`config.mk`:
```
export PLATFORM = sky130hd
export DESIGN_NAME = saturn_ctrl_unit
export DESIGN_NICKNAME = d
export VERILOG_FILES = /design/src/rtl/saturn_ctrl_unit.sv
export SDC_FILE = /design/constraint.sdc
export NUM_CORES = 1
export LEC_CHECK = 0
export CAP_MARGIN = 15
export CORE_MARGIN = 2
export CORE_UTILIZATION = 40
export CTS_BUF_LIST = sky130_fd_sc_hd__clkbuf_8
export CTS_CLUSTER_DIAMETER = 50
export DETAILED_ROUTE_END_ITERATION = 8
export PLACE_DENSITY = 0.61
export SETUP_SLACK_MARGIN = 0.05
export SLEW_MARGIN = 15
export SYNTH_ARGS = -nofsm -noshare
export SYNTH_HDL_FRONTEND = slang
export SYNTH_SLANG_ARGS = --single-unit
```
`constraint.sdc`:
```
create_clock -name i_clk -period 3.2 [get_ports i_clk]
set_input_delay 0.64 -clock i_clk [delete_from_list [all_inputs] [get_ports i_clk]]
set_output_delay 0.64 -clock i_clk [all_outputs]
set_load 0.05 [all_outputs]
```
`src/rtl/saturn_ctrl_unit.sv`:
```
// saturn_ctrl_unit: Saturn control unit. It queues bus command/data nibbles
// into a program buffer, fetches and decodes instruction nibbles, owns
// PC/P/ST/HST/C and exposes state to the debugger.
// Optional feature: define SATURN_CTRL_GOTO_EN to decode the relative GOTO (6 x0 x1 x2).
module saturn_ctrl_unit #(
    parameter int unsigned PROG_DEPTH = 32,
    parameter logic [19:0] RESET_PC   = 20'h00000
) (
    input  logic        i_clk,
    input  logic        i_reset,
    input  logic        i_clk_en,
    input  logic [3:0]  i_phases,
    input  logic [1:0]  i_phase,
    input  logic [31:0] i_cycle_ctr,
    input  logic        i_bus_busy,
    output logic [4:0]  o_program_address,
    input  logic [4:0]  i_program_address,
    output logic [4:0]  o_program_data,
    output logic        o_no_read,
    input  logic [3:0]  i_nibble,
    output logic        o_error,
    output logic [19:0] o_current_pc,
    output logic [3:0]  o_reg_hst,
    output logic [15:0] o_reg_st,
    output logic [3:0]  o_reg_p,
    input  logic [4:0]  i_dbg_register,
    input  logic [3:0]  i_dbg_reg_ptr,
    output logic [3:0]  o_dbg_reg_nibble,
    output logic [4:0]  o_alu_reg_dest,
    output logic [4:0]  o_alu_reg_src_1,
    output logic [4:0]  o_alu_reg_src_2,
    output logic [3:0]  o_alu_imm_value,
    output logic [4:0]  o_alu_opcode,
    output logic [3:0]  o_instr_type,
    output logic        o_instr_decoded
);
    localparam logic [4:0] ALU_NONE  = 5'h1F;
    localparam logic [2:0] LOAD_LAST = 3'd6;
    localparam logic [3:0] TYPE_LC   = 4'd2;

    typedef enum logic [1:0] {S_LOAD, S_FETCH, S_HALT} state_t;
    typedef enum logic [3:0] {D_START, D_P, D_LC_N, D_LC_D, D_ST0, D_8,
                              D_HST, D_STC, D_STS, D_G0, D_G1, D_G2} dec_t;

    state_t      state, state_n;
    dec_t        dec, dec_n;
    logic [4:0]  wr_ptr, wr_ptr_n;
    logic [2:0]  load_cnt, load_cnt_n;
    logic [19:0] pc, pc_n, g_base, g_base_n, target;
    logic [3:0]  p, p_n, hst, hst_n, lc_ptr, lc_ptr_n, lc_left, lc_left_n;
    logic [15:0] st, st_n;
    logic [63:0] c, c_n;
    logic [7:0]  g_lo, g_lo_n;
    logic        err, err_n, no_read, no_read_n, decoded, decoded_n;
    logic [3:0]  itype, itype_n, alu_imm, alu_imm_n, fin_type;
    logic [4:0]  alu_dest, alu_dest_n, alu_src1, alu_src1_n, alu_src2, alu_src2_n;
    logic [4:0]  alu_op, alu_op_n;
    logic        consume, fin, fault, buf_we;
    logic [4:0]  buf_wdata;
    logic [4:0]  prog_buf [PROG_DEPTH];
    logic        unused_trace;

    assign unused_trace = ^{i_phase, i_cycle_ctr};

    // Next state, buffer write and decode of the consumed nibble
    always_comb begin
        state_n    = state;
        dec_n      = dec;
        wr_ptr_n   = wr_ptr;
        load_cnt_n = load_cnt;
        pc_n       = pc;
        p_n        = p;
        st_n       = st;
        hst_n      = hst;
        c_n        = c;
        err_n      = err;
        no_read_n  = no_read;
        decoded_n  = 1'b0;
        itype_n    = itype;
        alu_dest_n = alu_dest;
        alu_src1_n = alu_src1;
        alu_src2_n = alu_src2;
        alu_imm_n  = alu_imm;
        alu_op_n   = alu_op;
        lc_ptr_n   = lc_ptr;
        lc_left_n  = lc_left;
        g_base_n   = g_base;
        g_lo_n     = g_lo;
        buf_we     = 1'b0;
        fin        = 1'b0;
        fin_type   = 4'd0;
        fault      = 1'b0;
        target     = g_base + {{8{i_nibble[3]}}, i_nibble, g_lo};
        consume    = i_clk_en && (state == S_FETCH) && (i_phases == 4'b0100) && !i_bus_busy;

        buf_wdata = 5'h12;
        case (load_cnt)
            3'd0:    buf_wdata = 5'h16;
            3'd1:    buf_wdata = {1'b0, pc[3:0]};
            3'd2:    buf_wdata = {1'b0, pc[7:4]};
            3'd3:    buf_wdata = {1'b0, pc[11:8]};
            3'd4:    buf_wdata = {1'b0, pc[15:12]};
            3'd5:    buf_wdata = {1'b0, pc[19:16]};
            default: buf_wdata = 5'h12;
        endcase

        if (i_clk_en && (state == S_LOAD)) begin
            buf_we   = 1'b1;
            wr_ptr_n = wr_ptr + 5'd1;
            if (load_cnt == LOAD_LAST) begin
                load_cnt_n = 3'd0;
                state_n    = S_FETCH;
                no_read_n  = 1'b0;
            end else begin
                load_cnt_n = load_cnt + 3'd1;
            end
        end

        if (consume) begin
            pc_n = pc + 20'd1;
            unique case (dec)
                D_START: begin
                    case (i_nibble)
                        4'h2:    dec_n = D_P;
                        4'h3:    dec_n = D_LC_N;
                        4'h0:    dec_n = D_ST0;
                        4'h8:    dec_n = D_8;
`ifdef SATURN_CTRL_GOTO_EN
                        4'h6:    dec_n = D_G0;
`endif
                        default: fault = 1'b1;
                    endcase
                end
                D_P: begin
                    p_n = i_nibble; fin = 1'b1; fin_type = 4'd1;
                end
                D_LC_N: begin
                    lc_left_n = i_nibble; lc_ptr_n = p; dec_n = D_LC_D;
                end
                D_LC_D: begin
                    c_n[{lc_ptr, 2'b00} +: 4] = i_nibble;
                    lc_ptr_n   = lc_ptr + 4'd1;
                    alu_dest_n = 5'd2;
                    alu_op_n   = 5'd1;
                    alu_imm_n  = i_nibble;
                    alu_src1_n = ALU_NONE;
                    alu_src2_n = ALU_NONE;
                    if (lc_left == 4'd0) begin
                        fin = 1'b1; fin_type = TYPE_LC;
                    end else begin
                        lc_left_n = lc_left - 4'd1;
                    end
                end
                D_ST0: begin
                    if (i_nibble == 4'h8) begin
                        st_n[11:0] = 12'h000; fin = 1'b1; fin_type = 4'd3;
                    end else begin
                        fault = 1'b1;
                    end
                end
                D_8: begin
                    case (i_nibble)
                        4'h2:    dec_n = D_HST;
                        4'h4:    dec_n = D_STC;
                        4'h5:    dec_n = D_STS;
                        default: fault = 1'b1;
                    endcase
                end
                D_HST: begin
                    hst_n = hst & ~i_nibble; fin = 1'b1; fin_type = 4'd4;
                end
                D_STC: begin
                    st_n[i_nibble] = 1'b0; fin = 1'b1; fin_type = 4'd5;
                end
                D_STS: begin
                    st_n[i_nibble] = 1'b1; fin = 1'b1; fin_type = 4'd5;
                end
                D_G0: begin
                    g_base_n = pc; g_lo_n[3:0] = i_nibble; dec_n = D_G1;
                end
                D_G1: begin
                    g_lo_n[7:4] = i_nibble; dec_n = D_G2;
                end
                D_G2: begin
                    pc_n       = target;
                    state_n    = S_LOAD;
                    no_read_n  = 1'b1;
                    load_cnt_n = 3'd0;
                    fin        = 1'b1;
                    fin_type   = 4'd6;
                end
                default: dec_n = D_START;
            endcase

            if (fault) begin
                err_n     = 1'b1;
                state_n   = S_HALT;
                no_read_n = 1'b1;
                dec_n     = D_START;
            end
            if (fin) begin
                decoded_n = 1'b1;
                itype_n   = fin_type;
                dec_n     = D_START;
                if (fin_type != TYPE_LC) begin
                    alu_dest_n = ALU_NONE;
                    alu_src1_n = ALU_NONE;
                    alu_src2_n = ALU_NONE;
                    alu_op_n   = ALU_NONE;
                    alu_imm_n  = 4'hF;
                end
            end
        end
    end

    // State and architectural registers
    always_ff @(posedge i_clk or negedge i_reset) begin
        if (!i_reset) begin
            state    <= S_LOAD;
            dec      <= D_START;
            wr_ptr   <= 5'd0;
            load_cnt <= 3'd0;
            pc       <= RESET_PC;
            p        <= 4'd0;
            st       <= 16'd0;
            hst      <= 4'd0;
            c        <= 64'd0;
            err      <= 1'b0;
            no_read  <= 1'b1;
            decoded  <= 1'b0;
            itype    <= 4'd0;
            alu_dest <= 5'd0;
            alu_src1 <= 5'd0;
            alu_src2 <= 5'd0;
            alu_imm  <= 4'd0;
            alu_op   <= 5'd0;
            lc_ptr   <= 4'd0;
            lc_left  <= 4'd0;
            g_base   <= 20'd0;
            g_lo     <= 8'd0;
        end else begin
            state    <= state_n;
            dec      <= dec_n;
            wr_ptr   <= wr_ptr_n;
            load_cnt <= load_cnt_n;
            pc       <= pc_n;
            p        <= p_n;
            st       <= st_n;
            hst      <= hst_n;
            c        <= c_n;
            err      <= err_n;
            no_read  <= no_read_n;
            decoded  <= decoded_n;
            itype    <= itype_n;
            alu_dest <= alu_dest_n;
            alu_src1 <= alu_src1_n;
            alu_src2 <= alu_src2_n;
            alu_imm  <= alu_imm_n;
            alu_op   <= alu_op_n;
            lc_ptr   <= lc_ptr_n;
            lc_left  <= lc_left_n;
            g_base   <= g_base_n;
            g_lo     <= g_lo_n;
        end
    end

    // Program buffer storage; deliberately not cleared by reset
    always_ff @(posedge i_clk) begin
        if (buf_we) prog_buf[wr_ptr] <= buf_wdata;
    end

    // Debugger nibble read of architectural registers
    always_comb begin
        o_dbg_reg_nibble = 4'h0;
        case (i_dbg_register)
            5'd0: begin
                case (i_dbg_reg_ptr)
                    4'd0:    o_dbg_reg_nibble = pc[3:0];
                    4'd1:    o_dbg_reg_nibble = pc[7:4];
                    4'd2:    o_dbg_reg_nibble = pc[11:8];
                    4'd3:    o_dbg_reg_nibble = pc[15:12];
                    4'd4:    o_dbg_reg_nibble = pc[19:16];
                    default: o_dbg_reg_nibble = 4'h0;
                endcase
            end
            5'd1:    o_dbg_reg_nibble = st[{i_dbg_reg_ptr[1:0], 2'b00} +: 4];
            5'd2:    o_dbg_reg_nibble = hst;
            5'd3:    o_dbg_reg_nibble = p;
            5'd4:    o_dbg_reg_nibble = c[{i_dbg_reg_ptr, 2'b00} +: 4];
            default: o_dbg_reg_nibble = 4'h0;
        endcase
    end

    assign o_program_data    = prog_buf[i_program_address];
    assign o_program_address = wr_ptr;
    assign o_no_read         = no_read;
    assign o_error           = err;
    assign o_current_pc      = pc;
    assign o_reg_hst         = hst;
    assign o_reg_st          = st;
    assign o_reg_p           = p;
    assign o_alu_reg_dest    = alu_dest;
    assign o_alu_reg_src_1   = alu_src1;
    assign o_alu_reg_src_2   = alu_src2;
    assign o_alu_imm_value   = alu_imm;
    assign o_alu_opcode      = alu_op;
    assign o_instr_type      = itype;
    assign o_instr_decoded   = decoded;
endmodule

```
Yosys cells after proc, flatten, opt, wreduce, memory -nomap -nowiden. Memories as Yosys holds them, arrays and structs flattened. Cells that the tools add are included.

Register bits: 189. Memory bits (writable): 160. Memories: 1. Output and inout bits: 89. Logic and storage cells: 179.

Muxes and demuxes: 65. Equality and inequality tests: 38. Bitwise gates (word level): 5. Reduce and logical (&&, ||, !) cells: 33. Add/subtract/negate cells: 7. Shifts and indexed selects: 4. Order comparisons: 2.

Memory list: prog_buf (depth 32, width 5, rd ports 1, clocked after Yosys merged registers in 0, wr ports 1, line 60) `logic [4:0] prog_buf [PROG_DEPTH];`.

Operators by type and width (number): bitwise mux 64 bit (1); variable shift 4 x 8 -> 64 bit (first input constant) (1); indexed part select 4 x 8 -> 64 bit (1); indexed part select 64 x 7 -> 4 bit (1); 2-to-1 mux 5 bit (12); case mux 4 bit (5 select lines) (2); case mux 12 bit (3 select lines) (1); equality test 4 x 3 -> 1 bit (second input constant) (8); case mux 5 bit (6 select lines) (1); 2-to-1 mux 4 bit (7); equality test 4 x 2 -> 1 bit (second input constant) (6); case mux 4 bit (2 select lines) (3); case mux 4 bit (6 select lines) (1); adder 20 x 1 -> 20 bit (second input constant) (1); adder 20 bit (1); equality test 4 bit (second input constant) (5); 2-to-1 mux 20 bit (1); 2-to-1 mux 1 bit (18); case mux 3 bit (6 select lines) (1); AND reduction 2 bit (9); bitwise AND 16 bit (1); zero test 4 bit (4); NOT 16 bit (1); OR 16 bit (1); other kinds (44) (66).

Depth between registers and ports, before layout. Gate-level depths: netlist of run 1.

Depth after elaboration: 8. Depth in mapped cells: 10. Gate-level depth less buffers: 10.

Worst setup path before layout of run 1. Ideal clock, no wire load.

Path kind: input to output. Start point: input port i_dbg_reg_ptr[0]. End point: output port o_dbg_reg_nibble[0]. Stages on the path: 5. Arrival time: 2.451 ns. Path slack: 0.109 ns. Cell sequence: buf_2 > mux4_2 > mux4_2 > nand3_1 > o221ai_1.

Cells in the longest elaborated chain, start to end: 3. Elaborated cells on any way between the ends: 9.

Ends and longest elaborated chain: from (decl) (line 27) `input logic [3:0] i_dbg_reg_ptr,`; branches (longest 2 deep; another with indexed part select 64 x 7 -> 4 bit); case mux 4 bit (5 select lines) (*) (line 275) `case (i_dbg_register)`; to (decl) (line 28) `output logic [3:0] o_dbg_reg_nibble,`.

Mark *: on every way between the ends.

Worst setup path in the final report of run 1.
Start point: memory prog_buf[15][1]. End point: output port o_program_data[1].

Cells in the longest elaborated chain, start to end: 1.

Ends and longest elaborated chain: from (decl) (line 60); memory read (32 x 5 bit); to (decl) (line 18) `output logic [4:0] o_program_data,`.

Every way passes these cells.

==> results.ini, run 1 <==
[run_status]
outcome=finished, final reports clean

[floorplan]
pin_count=149
core_um2=41800
rows=75
dieArea_um2=43800
die_w_um=209
start_util_pct=40.3
dieHeight_um=209

[synthesis]
yosys_warnings=0
synthTopCellsByArea=edfxtp_1, dfrtp_1, mux4_2
synth_edf_count=160
yosys_most_used_dff=dfrtp_1
synth_top_area_cell=edfxtp_1
synth_top_area_share_pct=28.5
synth_seq_area_share_pct=56.5
async_reset_ff_share_pct=54.0
ys_seq_elements=348
avgSynthCellArea_um2=12.5
synth_fp_nets=1435
netlist_area_um2=16800
synthDistinctLibCells=78
syn_inst=1343

[finish]
finalNetCount=1612
finish.utilization_pct=49.0
drive_gt1_share_pct=22.8
final_cell_mix=dfrtp_1, edfxtp_1, nand2_1
syn_to_final_growth_pct=21.4
post_layout_nonfiller_instances=2110
n_antenna_cell=0
layout_commonest_cell=dfrtp_1

[placement]
portBuffers=113
placed_cells=1991
gp_congestion=0.939
post-dp-hpwl_um=30800

[routing]
first_pass_iters=8
wl_per_cell_um=21.6
antenna_left=0
wl_um=45500
vias_per_cell=5.70
drc=0
via_count=12030
first_iter_violations=1079

[power_and_ir_drop]
p_sw_share_pct=32.6
worst_ir_drop_vdd_mv=0.625
power.switching_uw=4090
clock_power_share_pct=32.0
p_leak_uw=0.00814
power.density_nw_per_um2=612
pwr-share-comb_pct=22.9
p_total_uw=12500
p_int_uw=8430
pwr-share-seq_pct=45.1

[worst_setup_path]
crit_path_end_kind=output port
setup.worst_path.start=prog_buf[15][1]$_DFFE_PP_
crit_path_max_fanout=1
cp.required_ns=2.56
cp-start-kind=register
crit_end=o_program_data[1]
rrSetupSlack_ns=0.51
worstReg2RegStart=dec[3]$_DFFE_PN0P_
arrival_ns=2.48
reg2reg_depth=6
r2r-end=o_alu_reg_src_1[4]$_DFFE_PN0P_
path_class=reg -> out

[cts]
cts_buffers=60
htree_levels=2
clock_sink_count=348
clkTransAtPathRegs_ns=0.06
cts_tree=yes
post_cts_buffers=0
clockRootBuffer=clkbuf_8
clock_latency_ns=0.66
clockBufferDepth=3

[grt]
grt.overflow.total=0
grt_pass1_wl_um=71100
grtUsageTotal_pct=21.1
grt_start_max_net_pins=59
grt_pass1_vias=12111
grt_antenna_before_repair=0

[timing]
tightest_slew_ns=1.07
hold_viol_final=0
finalCritPeriodShare_pct=97.6
fmax_ghz=0.320
drv_slew=0
period_needed_ns=3.12
rsz0062_at_grt=true
max-slew-margin-rel_pct=28.7
setup_viol=0
final.setup_skew_ns=0.0310

[worst_hold_path]
hold_path.class=reg -> reg

[run]
maxCapViolations=0

-- logic make-up after synthesis --
| kind of cell | share of synthesized area (%) |
|---|---|
| xor gates and xnor gates | 1.25 |
| muxes | 15.1 |
| and+or+nand+nor | 11.3 |
| other | 0.0223 |
| AOI/OAI and AO/OA | 10.9 |
| adders and majority gates | 2.42 |
| buffers and inverters | 2.60 |
| DFF | 56.5 |
-- power by group through the flow --
stage                     sequential, µW  combinational [µW]  clock (µW)
after floorplan                     6280                1120           0
after global placement              5720                2820           0
after detailed placement            5730                2860           0
after CTS                           5650                2900        4110
after global routing                5700                3080        4310
final                               5650                2870        4000
-- final cells by class --
| cell class | count | area, µm² |
|---|---|---|
| clock inverter | 40 | 203 |
| clock buffer | 73 | 1000 |
| sequential | 348 | 9510 |
| timing repair buffer | 195 | 2000 |
| tap | 539 | 674 |
| inverter | 26 | 97.6 |
| multi-input combinational | 889 | 6960 |
| fill | 3687 | 21300 |
-- how the worst min path moves through the flow --
stage,from,endpoint,depth (start not counted)
floorplan,i_reset,async pin,0
global placement,c[31]$_DFFE_PN0P_,c[31]$_DFFE_PN0P_,2
detailed placement,o_alu_reg_src_1[1]$_DFFE_PN0P_,o_alu_reg_src_1[1]$_DFFE_PN0P_,1
CTS,o_error$_DFFE_PN0P_,o_error$_DFFE_PN0P_,1
global route,o_alu_reg_src_1[4]$_DFFE_PN0P_,o_alu_reg_src_1[4]$_DFFE_PN0P_,1
finish,o_alu_reg_src_1[2]$_DFFE_PN0P_,o_alu_reg_src_1[2]$_DFFE_PN0P_,1
-- worst max-delay path: stages (launching register included) --
cell      delay [ns]
edfxtp_1        0.38
mux4_2          0.53
mux4_2          0.49
mux2_2          0.29
buf_8           0.15
-- cells in the mapped netlist, types with 9 or more instances --
master / count
a21o_1: 10
a31oi_1: 18
xnor2_1: 15
mux2_2: 68
nor2_1: 94
a22oi_1: 12
a21oi_1: 63
nand4_1: 11
nand3_1: 38
nand2b_1: 17
o21ai_0: 102
xor2_1: 9
o31ai_1: 14
or3_1: 17
buf_2: 20
edfxtp_1: 160
clkbuf_1: 54
mux4_2: 75
ha_1: 31
nand2_1: 127
inv_1: 25
nor3_1: 22
dfrtp_1: 187
nor2b_1: 13
-- state kept, by name (all words and copies together) (netlist names), 4 cells and up, named ones only --
signal / count
o_alu_reg_src_1: 5
o_program_address: 5
o_current_pc: 20
o_alu_reg_dest: 5
g_base: 20
o_reg_p: 4
o_reg_hst: 4
lc_left: 4
o_alu_reg_src_2: 5
lc_ptr: 4
o_alu_imm_value: 4
o_reg_st: 12
o_alu_opcode: 5
prog_buf: 160
c: 64
g_lo: 8
dec: 4
-- per-stage QoR --
step	worst slack [ns]	setup TNS [ns]	instance area, µm²	hold WS, ns
finish	0.0768	0	20400	0.476
global route	-0.00724	-0.0140	20400	0.492
CTS	0.00616	0	20400	0.471
detailed placement	-0.226	-1.51	19000	0.456
global placement	-0.234	-1.50	19000	0.453
floorplan	0.109	0	16800	0.344
-- per-layer routing --
metal | GRT usage, % | share of wire [%]
met4 | 7.46 | 2.9
met5 | 0 | 0
met2 | 34.3 | 47
met3 | 4.27 | 7.0
met1 | 28.1 | 43
-- timing repair --
| action | 4_1_cts | 5_1_grt |
|---|---|---|
| gates cloned | 4 | 1 |
| endpoints found under the hold margin | 54 | 0 |
| gates resized for setup | 19 | 7 |
| hold buffers | 1 | 0 |
| endpoints found under the setup margin | 9 | 9 |
Note: power is estimated with default switching activity, not from simulation.
==> run 2: changes to the inputs <==
Settings changed: CTS_CLUSTER_SIZE from default to 14, GPL_ROUTABILITY_DRIVEN from default to 1.
==> results.ini, run 2 (same netlist as run 1, synthesis figures left out) <==
[run_status]
outcome=finished, final reports clean

[worst_setup_path]
worst-path-buf-inv=1
critPathMaxStageDelay_ns=0.53
crit_path_max_fanout=1
arrival_ns=2.47
cp.required_ns=2.56
reg2reg_depth=6
path_class=reg -> out
worstReg2RegStart=dec[3]$_DFFE_PN0P_
crit_end=o_program_data[1]
cpMostUsedCell=mux4_2
cp-start-kind=register
path_cells=mux4_2 -> mux4_2 -> mux2_4 -> buf_8
crit_path_end_kind=output port
slowest_stage=mux4_2
rrSetupSlack_ns=0.50
cp.depth=4
path_delay_family=multiplexers
setup.worst_path.start=prog_buf[15][1]$_DFFE_PP_
r2r-end=o_alu_reg_src_1[4]$_DFFE_PN0P_

[placement]
placed_cells=1991
portBuffers=113
post-dp-hpwl_um=30800
gp_congestion=0.939

[routing]
antenna_left=0
dr.max_layer_used=met4
wl_um=44900
first_iter_violations=1107
first_pass_iters=8
wl_met3_um=3230
drc=0
wl_per_cell_um=21.7
met2_length_um=21400
via_count=11881
vias_per_cell=5.74
wl_met1_um=19100

[cts]
clockBufferDepth=3
cts_tree=yes
cts_buffers=42
clock_sink_count=348
htree_levels=2
clockRootBuffer=clkbuf_8
clkTransAtPathRegs_ns=0.09
clock_latency_ns=0.63

[power_and_ir_drop]
p_leak_uw=0.00793
worst_ir_drop_vdd_mv=0.636
power.density_nw_per_um2=594

[finish]
post_layout_nonfiller_instances=2071
n_antenna_cell=0
n_fill_cell=3687
top_register=prog_buf
finalNetCount=1593
largest_reg_flops=160
final_cell_mix=dfrtp_1, edfxtp_1, nand2_1
layout_commonest_cell=dfrtp_1
largestRegisters=prog_buf x160, c x64
drive_gt1_share_pct=21.9
syn_to_final_growth_pct=19.6

[timing]
fmax_ghz=0.322
final.setup_skew_ns=0.0318
finalCritPeriodShare_pct=97.1
tightest_slew_ns=1.04
drv_slew=0
hold_viol_final=0
rsz0062_at_grt=true
max-slew-margin-rel_pct=30.6
period_needed_ns=3.11
setup_viol=0
setup_tns_ns=0

[grt]
grt_pass1_vias=11841
grt_start_max_net_pins=59
grtUsageTotal_pct=20.9
grt_antenna_before_repair=0
grt.overflow.total=0
grt_pass1_wl_um=70300

[worst_hold_path]
hold_path.class=reg -> reg

[floorplan]
core_um2=41800
dieHeight_um=209
pin_count=149
start_util_pct=40.3
dieArea_um2=43800
rows=75
die_w_um=209

[run]
maxCapViolations=0

==> run 2: changes by cell type in the layout (fill, tap and decap cells not counted), sizes merged <==
cell,change
clkbuf,-28
clkinv,-18
clkinvlp,+5
bufinv,+2
==> run 2: final cells by class <==
cell class | count | area (µm²) | share of cell area [%]
sequential | 348 | 9510 | 47.2
multi-input combinational | 889 | 6970 | 34.6
timing repair buffer | 194 | 1970 | 9.80
tap | 539 | 674 | 3.35
clock buffer | 46 | 633 | 3.14
clock inverter | 29 | 279 | 1.39
inverter | 26 | 97.6 | 0.485
==> run 2: worst min-delay path by stage <==
stage | slack (ns) | depth (start not counted) | endpoint | start
floorplan | 0.34 | 0 | async pin | i_reset
finish | 0.48 | 1 | o_alu_reg_src_1[2]$_DFFE_PN0P_ | o_alu_reg_src_1[2]$_DFFE_PN0P_
global placement | 0.45 | 2 | c[31]$_DFFE_PN0P_ | c[31]$_DFFE_PN0P_
CTS | 0.48 | 1 | o_error$_DFFE_PN0P_ | o_error$_DFFE_PN0P_
global route | 0.50 | 1 | o_alu_reg_src_1[4]$_DFFE_PN0P_ | o_alu_reg_src_1[4]$_DFFE_PN0P_
detailed placement | 0.46 | 1 | o_alu_reg_src_1[1]$_DFFE_PN0P_ | o_alu_reg_src_1[1]$_DFFE_PN0P_
==> run 2: routing by layer <==
metal	up-vias	global-route usage, %
li1	5395	-
met1	5955	28.3
met2	451	33.7
met3	80	4.49
met4	0	6.48
met5	-	0
==> run 2: power breakdown <==
group / internal, µW / switching [µW] / total [µW]
registers: 5320 / 322 / 5640
clock network: 1640 / 1810 / 3450
logic: 959 / 1910 / 2870
total: 7920 / 4040 / 12000
==> run 2: per-stage QoR <==
step / setup WS [ns] / instance area (µm²) / utilization (%) / total power (µW) / hold slack (ns)
finish: 0.0925 / 20100 / 48.2 / 12000 / 0.479
global route: 0.00749 / 20100 / 48.2 / 12500 / 0.496
CTS: 0.0277 / 20100 / 48.1 / 12100 / 0.476
detailed placement: -0.226 / 19000 / 45.5 / 8590 / 0.456
global placement: -0.234 / 19000 / 45.5 / 8540 / 0.453
floorplan: 0.109 / 16800 / - / 7400 / 0.344
==> run 2: what timing repair did <==
item | 4_1_cts | 5_1_grt
gates resized for setup | 20 | 9
hold buffers | 1 | 0
hold endpoints to repair | 43 | 0
setup buffers | 0 | 0
cloned | 4 | 0
endpoints found under the setup margin | 9 | 8
